<file path="config.mk">
export PLATFORM = sky130hd
export DESIGN_NAME = fifo_axis_packer_flat
export DESIGN_NICKNAME = d
export VERILOG_FILES = /design/src/rtl/fifo_axis_packer_if.sv /design/src/rtl/fifo_axis_packer.sv /design/src/flat_wrapper.sv
export SDC_FILE = /design/constraint.sdc
export NUM_CORES = 1
export LEC_CHECK = 0
export ABC_AREA = 0
export BUFFER_PORTS_ARGS = -buffer_cell sky130_fd_sc_hd__buf_2
export CORE_MARGIN = 1
export CORE_UTILIZATION = 57
export CTS_BUF_LIST = sky130_fd_sc_hd__clkbuf_8 sky130_fd_sc_hd__clkbuf_16
export DETAILED_ROUTE_END_ITERATION = 10
export GPL_TIMING_DRIVEN = 0
export PLACE_DENSITY = 0.8
export SYNTH_ARGS = -nofsm -noshare
export SYNTH_HDL_FRONTEND = slang
export SYNTH_SLANG_ARGS = --single-unit
</file>
<file path="constraint.sdc">
create_clock -name clk -period 4.4 [get_ports clk]
set_clock_uncertainty 0.2 [all_clocks]
set_input_delay 0.88 -clock clk [delete_from_list [all_inputs] [get_ports clk]]
set_output_delay 0.88 -clock clk [all_outputs]
set_load 0.02 [all_outputs]
</file>
<file path="src/rtl/fifo_axis_packer_if.sv">
// AXI-Stream beat bus between the packer (master) and downstream logic (slave).
interface fifo_axis_packer_if #(
    parameter int unsigned DATA_WIDTH = 16,
    parameter int unsigned PACK_RATIO = 4
);
    logic [DATA_WIDTH*PACK_RATIO-1:0] tdata;
    logic [PACK_RATIO-1:0]            tkeep;
    logic                             tlast;
    logic                             tvalid;
    logic                             tready;

    modport master (
        output tdata,
        output tkeep,
        output tlast,
        output tvalid,
        input  tready
    );

    modport slave (
        input  tdata,
        input  tkeep,
        input  tlast,
        input  tvalid,
        output tready
    );
endinterface

</file>
<file path="src/rtl/fifo_axis_packer.sv">
// Pops narrow FWFT FIFO words, packs PACK_RATIO of them per AXI-Stream beat,
// tags tlast every pkt_len beats and closes partial beats on flush.
module fifo_axis_packer #(
    parameter int unsigned DATA_WIDTH    = 16,
    parameter int unsigned PACK_RATIO    = 4,
    parameter int unsigned PKT_LEN_WIDTH = 16
) (
    input  logic                     clk,
    input  logic                     rst_n,
    input  logic                     enable,
    input  logic [PKT_LEN_WIDTH-1:0] pkt_len,
    input  logic                     flush,
    input  logic [DATA_WIDTH-1:0]    fifo_rd_data,
    input  logic                     fifo_empty,
    output logic                     fifo_rd_en,
    fifo_axis_packer_if.master       m_axis,
    output logic                     busy
);
    localparam int unsigned BEAT_W = DATA_WIDTH * PACK_RATIO;
    localparam int unsigned LANE_W = $clog2(PACK_RATIO);
    localparam logic [LANE_W-1:0] LAST_LANE = LANE_W'(PACK_RATIO - 1);

    typedef enum logic {
        ST_PACK  = 1'b0,
        ST_FLUSH = 1'b1
    } state_t;

    state_t                   state_q,    state_d;
    logic [LANE_W-1:0]        lane_cnt_q, lane_cnt_d;
    logic [BEAT_W-1:0]        pack_q,     pack_d;
    logic [PKT_LEN_WIDTH-1:0] beat_cnt_q, beat_cnt_d;
    logic [PKT_LEN_WIDTH-1:0] eff_len_q,  eff_len_d;
    logic [BEAT_W-1:0]        tdata_q,    tdata_d;
    logic [PACK_RATIO-1:0]    tkeep_q,    tkeep_d;
    logic                     tlast_q,    tlast_d;
    logic                     tvalid_q,   tvalid_d;

    logic                     out_free;
    logic                     pop;
    logic                     load_beat;
    logic                     flush_beat;
    logic [BEAT_W-1:0]        load_data;
    logic [PACK_RATIO-1:0]    load_keep;
    logic [PKT_LEN_WIDTH-1:0] cur_len;

    // State and datapath registers; reset discards any partial beat.
    always_ff @(posedge clk or negedge rst_n) begin
        if (!rst_n) begin
            state_q    <= ST_PACK;
            lane_cnt_q <= '0;
            pack_q     <= '0;
            beat_cnt_q <= '0;
            eff_len_q  <= '0;
            tdata_q    <= '0;
            tkeep_q    <= '0;
            tlast_q    <= 1'b0;
            tvalid_q   <= 1'b0;
        end else begin
            state_q    <= state_d;
            lane_cnt_q <= lane_cnt_d;
            pack_q     <= pack_d;
            beat_cnt_q <= beat_cnt_d;
            eff_len_q  <= eff_len_d;
            tdata_q    <= tdata_d;
            tkeep_q    <= tkeep_d;
            tlast_q    <= tlast_d;
            tvalid_q   <= tvalid_d;
        end
    end

    // Pop decision, lane packing, flush handling and output beat loading.
    always_comb begin
        state_d    = state_q;
        lane_cnt_d = lane_cnt_q;
        pack_d     = pack_q;
        beat_cnt_d = beat_cnt_q;
        eff_len_d  = eff_len_q;
        tdata_d    = tdata_q;
        tkeep_d    = tkeep_q;
        tlast_d    = tlast_q;
        tvalid_d   = tvalid_q;
        load_beat  = 1'b0;
        flush_beat = 1'b0;
        load_data  = '0;
        load_keep  = '0;

        out_free = ~tvalid_q | m_axis.tready;
        // The final lane may only pop when the output register can take the beat.
        pop = rst_n & enable & ~flush & (state_q == ST_PACK) & ~fifo_empty &
              ((lane_cnt_q != LAST_LANE) | out_free);

        if (tvalid_q && m_axis.tready) begin
            tvalid_d = 1'b0;
        end

        case (state_q)
            ST_PACK: begin
                if (flush) begin
                    state_d = ST_FLUSH;
                end else if (pop) begin
                    for (int unsigned i = 0; i < PACK_RATIO; i++) begin
                        if (lane_cnt_q == LANE_W'(i)) begin
                            pack_d[i*DATA_WIDTH +: DATA_WIDTH] = fifo_rd_data;
                        end
                    end
                    if (lane_cnt_q == LAST_LANE) begin
                        load_beat  = 1'b1;
                        load_data  = pack_d;
                        load_keep  = '1;
                        lane_cnt_d = '0;
                        pack_d     = '0;
                    end else begin
                        lane_cnt_d = lane_cnt_q + LANE_W'(1);
                    end
                end
            end
            ST_FLUSH: begin
                if (lane_cnt_q == '0) begin
                    beat_cnt_d = '0;
                    state_d    = ST_PACK;
                end else if (out_free) begin
                    load_beat  = 1'b1;
                    flush_beat = 1'b1;
                    for (int unsigned i = 0; i < PACK_RATIO; i++) begin
                        if (i < 32'(lane_cnt_q)) begin
                            load_data[i*DATA_WIDTH +: DATA_WIDTH] = pack_q[i*DATA_WIDTH +: DATA_WIDTH];
                            load_keep[i] = 1'b1;
                        end
                    end
                    lane_cnt_d = '0;
                    pack_d     = '0;
                    state_d    = ST_PACK;
                end
            end
            default: state_d = ST_PACK;
        endcase

        // Packet length is latched with the first beat of each packet.
        if (beat_cnt_q == '0) begin
            cur_len = (pkt_len == '0) ? PKT_LEN_WIDTH'(1) : pkt_len;
        end else begin
            cur_len = eff_len_q;
        end

        if (load_beat) begin
            tdata_d  = load_data;
            tkeep_d  = load_keep;
            tvalid_d = 1'b1;
            if (flush_beat) begin
                tlast_d    = 1'b1;
                beat_cnt_d = '0;
            end else begin
                tlast_d = (beat_cnt_q == cur_len - PKT_LEN_WIDTH'(1));
                if (beat_cnt_q == '0) begin
                    eff_len_d = cur_len;
                end
                beat_cnt_d = tlast_d ? '0 : beat_cnt_q + PKT_LEN_WIDTH'(1);
            end
        end
    end

    // Output drive.
    assign fifo_rd_en    = pop;
    assign m_axis.tdata  = tdata_q;
    assign m_axis.tkeep  = tkeep_q;
    assign m_axis.tlast  = tlast_q;
    assign m_axis.tvalid = tvalid_q;
    assign busy          = (lane_cnt_q != '0) | tvalid_q | (state_q == ST_FLUSH);

endmodule

</file>
<file path="src/flat_wrapper.sv">
// flat-port wrapper written by rule: the top's interface ports become plain ports
module fifo_axis_packer_flat 
#(
    parameter int unsigned DATA_WIDTH    = 16,
    parameter int unsigned PACK_RATIO    = 4,
    parameter int unsigned PKT_LEN_WIDTH = 16
)
  (clk, rst_n, enable, pkt_len, flush, fifo_rd_data, fifo_empty, fifo_rd_en, busy, m_axis_tdata, m_axis_tkeep, m_axis_tlast, m_axis_tvalid, m_axis_tready);
  fifo_axis_packer_if #(.DATA_WIDTH(DATA_WIDTH), .PACK_RATIO(PACK_RATIO)) m_axis_i ();
  input  logic clk;
  input  logic rst_n;
  input  logic enable;
  input  logic [PKT_LEN_WIDTH-1:0] pkt_len;
  input  logic flush;
  input  logic [DATA_WIDTH-1:0] fifo_rd_data;
  input  logic fifo_empty;
  output logic fifo_rd_en;
  output logic busy;
  output wire logic [$bits(m_axis_i.tdata)-1:0] m_axis_tdata;
  output wire logic [$bits(m_axis_i.tkeep)-1:0] m_axis_tkeep;
  output wire logic [$bits(m_axis_i.tlast)-1:0] m_axis_tlast;
  output wire logic [$bits(m_axis_i.tvalid)-1:0] m_axis_tvalid;
  input wire logic [$bits(m_axis_i.tready)-1:0] m_axis_tready;
  assign m_axis_tdata = m_axis_i.tdata;
  assign m_axis_tkeep = m_axis_i.tkeep;
  assign m_axis_tlast = m_axis_i.tlast;
  assign m_axis_tvalid = m_axis_i.tvalid;
  assign m_axis_i.tready = m_axis_tready;
  fifo_axis_packer #(.DATA_WIDTH(DATA_WIDTH), .PACK_RATIO(PACK_RATIO), .PKT_LEN_WIDTH(PKT_LEN_WIDTH)) u_core (.clk(clk), .rst_n(rst_n), .enable(enable), .pkt_len(pkt_len), .flush(flush), .fifo_rd_data(fifo_rd_data), .fifo_empty(fifo_empty), .fifo_rd_en(fifo_rd_en), .m_axis(m_axis_i), .busy(busy));
endmodule
</file>
==> run summary, run 1 <==
Setup violations, final = 14
Number of antenna violations at the first check in global routing = 0
Pwr/cell area = 369 nW/um^2
Overflow after GRT = 0
Slowest CP cell = or4_4
Startpoint types = primary input
Synthesis-to-layout area growth = 22.9%
CTS Buffer Depth = 2
Initial Utilization = 58.4%
Crit path top cell by count = or4_4
Setup slack at placement = -0.695 ns
Synthesis Warnings = 0
Req. time, crit path = 4.51 ns
Power Total = 3.32 mW
RSZ-0062 raised after global routing = true
Clock sinks = 153
Max Cap Viol = 0
Synth area leader = dfrtp_1
CP Capture Type = flop
Post-route insts no fill = 1029
Layout cells sized above 1 = 25.4%
Post-DP HPWL = 14000 um
Antenna cell count = 0
Main synth FF type = dfrtp_1
Final WS setup = -0.0983 ns
Tmin final = 4.50 ns
Drt initial violations = 659
Die height = 115 um
Max-slew violations = 0
Row count = 41
Final nets = 890
CP max stage delay = 0.57 ns
All-Layer GR Usage = 32.4%
I/O pin cnt = 110
Drt total wl = 20800 um
Top-area cell type share of the netlist area = 52.2%
CTS Buf Count = 17
Worst-Skew Late Latency = 0.43 ns
Synth Cell Area = 7340 um^2
Critical path type = primary input to flop
Worst Path Arrival = 4.61 ns
Final Cycle Share = 102%
Synth Net Count = 747
Critical-path cell list = buf_2 > or4_4 > or4_4 > nor3_4 > o31ai_4 > ha_4 > and4_1 > mux2i_2 > o21bai_4 > xnor2_2 > nand4_1 > a2111oi_4 > a21oi_4 > and3_4 > a221o_1
FF+latch count, synth = 153
DIE AREA = 13300 um^2
Synth cell types = 55
Drt drc = 0
Vias/cell = 6.25
ANT nets after route = 0
First-pass GRT wire length = 32500 um
Async S/R FF share, synth = 100%
Status = complete, but fails checks
Port Buffers = 109
Total core area = 12600 um^2
Die X = 115 um
Vias in the first global route = 6161
Clk pin slew, worst setup/hold paths = 0.06 ns
Hold Crit Class = flop to flop
DR WL/cell = 20.3 um
CTS tree = built
Top post-synthesis cells by area = dfrtp_1, a22o_1, nand2_1
Final hold vios = 0
Leak Pwr = 4.51 nW
Slew at the pin closest to its max-slew limit = 0.922 ns
Number of synthesized flops with an enable pin = 0
Via Count = 6430
Post-Syn Instances = 701
First-pass detailed-route iteration total = 5
Worst rel slew slack = 38.6%
Avg Cell Area, Syn = 10.5 um^2
Failing checks = negative setup slack
Max Fclk = 222 MHz
CTS H-tree depth = 4
Sequential area share after synthesis = 52.2%
Placed insts = 983
Gpl congestion = 0.922
CP Max Fanout = 7
Largest net degree at the start of global routing = 80
Worst vdd ir = 0.337 mV
CTS Root Cell = clkbuf_16
[per-stage QoR]
step	setup TNS, ns	util (%)	hold WS (ns)	cell area (um^2)
after floorplan	-0.719	-	0.239	7350
after global placement	-262.33	64.5	0.248	8110
after detailed placement	-14.36	64.8	0.252	8140
after CTS	-0.0143	69.9	0.266	8790
after global routing	-2.83	71.7	0.298	9010
final	-0.566	71.7	0.262	9010
[cells in the final DEF (no fill, tap or decap), types with 7 or more instances in the layout]
cell type	netlist	layout
o21ai_1	10	11
clkbuf_16	0	17
clkbuf_1	39	38
dfrtp_1	153	153
a21oi_1	23	17
mux2i_1	21	20
inv_1	26	26
buf_2	6	110
nor2_1	19	18
ha_1	8	7
nor3_1	8	7
xnor2_1	17	15
buf_4	2	12
nand2_1	114	114
a222oi_1	16	16
mux2_2	16	16
xor2_1	10	10
a32oi_1	33	33
a22o_1	56	56
nand3_1	33	32
o21ai_0	11	9
[synthesized netlist by cell type (4+ instances only)]
cell and instances:
nand2_1 114, a21oi_1 23, inv_1 26, buf_1 4, nor2_1 19, and4_1 5, a32oi_1 33, xor2_1 10
mux2i_1 21, buf_2 6, xnor2_1 17, o21ai_0 11, dfrtp_1 153, a222oi_1 16, nand3_1 33, a22o_1 56
or3_1 7, ha_1 8, and3_1 7, nor3_1 8, o21ai_1 10, clkbuf_1 39, nor4_1 6, mux2_2 16
or4_1 8
[area by class of cell]
type	instances	area, um^2
Buffer	50	215
Timing Repair Buffer	124	714
Tap cell	172	215
Sequential cell	153	3830
Inverter	26	97.6
Multi-Input combinational cell	472	3380
Fill cell	886	3550
Clock buffer	18	439
Clock inverter	14	124
[state kept, by name, indices dropped and copies added (netlist names)]
register / flops
u_core.lane_cnt_q: 2
u_core.pack_q: 48
u_core.m_axis.tlast: 1
u_core.beat_cnt_q: 16
u_core.m_axis.tvalid: 1
u_core.m_axis.tdata: 64
u_core.eff_len_q: 16
u_core.m_axis.tkeep: 4
u_core.state_q: 1
[what timing repair did]
item	4_1_cts	5_1_grt
hold buffers	0	0
hold endpoints to repair	0	0
pin swaps	4	17
cloned	0	2
endpoints found under the setup margin	17	43
setup buffers	3	10
resized for setup	10	34
[power by group]
part	leakage (nW)	internal [mW]	switching [mW]
logic	2.14	0.132	0.275
clock network	0.280	0.794	0.595
registers	2.10	1.48	0.0471
total	4.51	2.41	0.917
[worst max-delay path, delay by kind of cell]
kind / cells / cell delay [ns]
multiplexers: 1 / 0.21
XOR/XNOR: 1 / 0.14
AO/OA/AOI/OAI: 5 / 1.17
adder cells (fa/ha/maj): 1 / 0.21
buffers and inverters: 1 / 0.12
AND/OR/NAND/NOR: 6 / 1.88
[cells by family after synthesis]
group,synth area share [%]
compound gates,18.4
xor+xnor,3.22
fa+ha+maj,1.36
buf+inv,4.14
flops,52.2
mux,5.32
simple gates,15.4
[layer usage]
metal	global-route usage (%)	part of all wire, %	up-vias
li1	-	-	2880
met1	44.8	42	3155
met2	49.6	47	351
met3	8.37	8.6	44
met4	11.8	2.4	0
met5	0	0	-
[final timing paths]
check | from | depth (start not counted) | slack (ns) | end
worst max-delay path | pkt_len[14] | 15 | -0.1 | u_core.beat_cnt_q[7]
worst min register to register | u_core.m_axis.tkeep[0] | 1 | 0.26 | u_core.m_axis.tkeep[0]
max in group asynchronous | rst_n | 2 | 2.93 | u_core.eff_len_q[1]
min in group asynchronous | rst_n | 1 | 0.27 | u_core.m_axis.tdata[59]
worst max register to register | u_core.beat_cnt_q[0] | 16 | 0.01 | u_core.beat_cnt_q[7]
worst min-delay path | u_core.m_axis.tkeep[0] | 1 | 0.26 | u_core.m_axis.tkeep[0]
Power figures use the tool's default switching activity.
==> run 2: changes to the inputs <==
--- a/config.mk
+++ b/config.mk
@@ -6,13 +6,15 @@
 export NUM_CORES = 1
 export LEC_CHECK = 0
 export ABC_AREA = 0
-export BUFFER_PORTS_ARGS = -buffer_cell sky130_fd_sc_hd__buf_2
+export CELL_PAD_IN_SITES_DETAIL_PLACEMENT = 1
+export CELL_PAD_IN_SITES_GLOBAL_PLACEMENT = 1
 export CORE_MARGIN = 1
-export CORE_UTILIZATION = 57
+export CORE_UTILIZATION = 49
 export CTS_BUF_LIST = sky130_fd_sc_hd__clkbuf_8 sky130_fd_sc_hd__clkbuf_16
 export DETAILED_ROUTE_END_ITERATION = 10
+export DONT_BUFFER_PORTS = 1
 export GPL_TIMING_DRIVEN = 0
-export PLACE_DENSITY = 0.8
+export PLACE_DENSITY_LB_ADDON = 0.1
 export SYNTH_ARGS = -nofsm -noshare
 export SYNTH_HDL_FRONTEND = slang
 export SYNTH_SLANG_ARGS = --single-unit
==> run 2 against run 1 <==
Effect of this change: the run ends with negative hold slack, negative setup slack left; clock power grew 9%; via count fell by 6.8%; routed wire length up 10%; highest routed layer unchanged; non-clock buffer count fell by 111; sequential power increased by 3%; worst setup slack got worse by 0.048 ns; core utilization down 14 points.
==> run summary, run 2 (synthesized netlist as in run 1, its figures left out) <==
Status = complete, but fails checks
Failing checks = negative hold slack, negative setup slack
Max-slew violations = 0 (unchanged)
RSZ-0062 raised after global routing = true
CTS Root Cell = clkbuf_16
Layout cells sized above 1 = 13.5% (-12 points)
Hold Crit Class = primary input to async pin
Gpl congestion = 0.885 (-4.0%)
Synthesis-to-layout area growth = 15.4%
ANT nets after route = 0 (unchanged)
CTS tree = built
Final WS setup = -0.146 ns (-0.0481 ns)
Max Cap Viol = 0 (unchanged)
Most frequent cells in the layout = dfrtp_1, nand2_1, a22o_1, clkbuf_1, a32oi_1
Power Total = 3.35 mW (+0.70%)
Worst-Skew Late Latency = 0.42 ns (about the same)
CP Max Fanout = 6 (-1)
Comb power frac = 7.4% (-4.8 points)
Worst vdd ir = 0.328 mV (-2.6%)
Post-DP HPWL = 15800 um (+12%)
P_int = 2.50 mW (+4.0%)
Die height = 124 um (+7.7%)
All-Layer GR Usage = 30.2% (-2.1 points)
Slew at the pin closest to its max-slew limit = 1.12 ns (+0.194 ns)
Switching Fraction = 25.2% (-2.4 points)
WHS = -0.0417 ns (-0.303 ns)
CP Capture Type = flop
Crit path top cell by count = or4_4
Startpoint types = primary input
Worst Path Arrival = 4.65 ns (+0.04 ns)
Drt total wl = 23000 um (+10%)
Max Fclk = 220 MHz (-1.1%)
Placed insts = 885 (-10%)
Pwr/cell area = 395 nW/um^2 (+7.2%)
Number of antenna violations at the first check in global routing = 0 (unchanged)
Final Cycle Share = 103% (+1.1 points)
Most common cell after layout, fill and taps aside = dfrtp_1
Drt initial violations = 448 (-32%)
Final hold vios = 58 (+58)
First-pass GRT wire length = 36500 um (+12%)
CTS Buf Count = 17 (unchanged)
Via Count = 5991 (-6.8%)
Critical-path cell list = or4_4 > buf_6 > or4_4 > nor3_4 > o31ai_4 > ha_4 > buf_4 > xnor2_2 > xnor2_1 > o211ai_1 > or4_4 > a2111oi_4 > buf_4 > a21oi_4 > and3_1 > a221o_1
Final nets = 778 (-13%)
Drt drc = 0 (unchanged)
Critical R2R Capture = u_core.beat_cnt_q[7]
Tmin final = 4.55 ns (+0.0481 ns)
Final Core Density = 58.0% (-14 points)
Clk pin slew, worst setup/hold paths = 0.06 ns (about the same)
Post-route insts no fill = 927 (-9.9%)
Critical path type = primary input to flop
DR WL/cell = 24.8 um (+22%)
Port Buffers = 0 (-100%)
Row count = 44 (+7.3%)
Clock sinks = 153 (unchanged)
Total core area = 14600 um^2 (+16%)
Clk pwr share = 45.5% (+3.7 points)
Reg2Reg Setup Slack = 0.17 ns (+0.16 ns)
Overflow after GRT = 0 (unchanged)
Post-route cell area = 8460 um^2 (-6.1%)
Vias/cell = 6.46 (+3.4%)
Req. time, crit path = 4.50 ns (about the same)
Seq pwr share = 47.1% (+1.1 points)
Fillcell total = 1568 (+77%)
Area after DPL = 7580 um^2 (-6.9%)
Initial Utilization = 50.3% (-8.1 points)
Reg2reg start = u_core.beat_cnt_q[0]
First-pass detailed-route iteration total = 5 (unchanged)
Die X = 124 um (+7.7%)
Reg2Reg Depth = 18 (+2)
Slowest CP cell = or4_4
DIE AREA = 15500 um^2 (+16%)
Vias in the first global route = 6434 (+4.4%)
P_sw = 0.845 mW (-7.9%)
Setup violations, final = 12 (-2)
Worst rel slew slack = 25.1% (-13 points)
Largest net degree at the start of global routing = 155 (+94%)
Antenna cell count = 0 (unchanged)
CP max stage delay = 0.58 ns (about the same)
I/O pin cnt = 110 (unchanged)
Max reg flops = 64 (unchanged)
CTS Buffer Depth = 2 (unchanged)
Leak Pwr = 3.98 nW (-12%)
CTS H-tree depth = 4 (unchanged)
[run 2: per-layer routing]
metal	wire (um)	GRT usage, %
met1	9170	36.5
met2	11900	52.7
met3	1330	7.77
met4	605	9.50
met5	0	0
[run 2: power by group through the flow]
stage | Clock [mW] | Sequential [mW] | Combinational [mW]
6_report | 1.52 | 1.58 | 0.247
5_1_grt | 1.60 | 1.58 | 0.274
4_1_cts | 1.54 | 1.58 | 0.242
3_5_place_dp | 0 | 1.60 | 0.237
3_3_place_gp | 0 | 1.60 | 0.221
2_1_floorplan | 0 | 1.59 | 0.173
[run 2: worst max path at each step]
stage               startpoint                    to  slack, ns  cells after the start
CTS                 pkt_len[3]  u_core.beat_cnt_q[7]     0.0004                     14
floorplan           pkt_len[3]  u_core.beat_cnt_q[7]      -0.17                     14
detailed placement  pkt_len[3]  u_core.beat_cnt_q[7]      -0.61                     16
global placement    pkt_len[3]  u_core.beat_cnt_q[7]      -0.57                     16
global route        pkt_len[6]  u_core.beat_cnt_q[7]      -0.24                     16
finish              pkt_len[6]  u_core.beat_cnt_q[7]      -0.15                     16
[run 2: through the flow]
stage	setup slack (ns)	TNS (ns)
4_1_cts	0.000440	0
2_1_floorplan	-0.167	-0.719
5_1_grt	-0.239	-2.16
3_5_place_dp	-0.614	-11.39
3_3_place_gp	-0.566	-9.16
6_report	-0.146	-0.877
[run 2: worst max-delay path, delay by kind of cell]
kind                     cells  cell delay (ns)
AND/OR/NAND/NOR              5             1.98
XOR/XNOR                     2             0.31
adder cells (fa/ha/maj)      1             0.20
buffers and inverters        3             0.48
AO/OA/AOI/OAI                5             0.78
[run 2: layout make-up]
cell class                 count  area [um^2]  share of cell area [%]
sequential                   153         3830                    45.2
multi-input combinational    471         3380                    39.9
clock buffer                  20          467                    5.51
tap                          184          230                    2.72
buffer                        50          215                    2.54
clock inverter                10          144                    1.70
timing repair buffer          13          103                    1.21
inverter                      26         97.6                    1.15
[run 2: what timing repair did]
item                                    4_1_cts  5_1_grt
gates resized for setup                       7       27
endpoints found under the setup margin       17       26
pin swaps                                     2       15
endpoints found under the hold margin       153      153
gates cloned                                  0        1
buffers inserted                              2       10
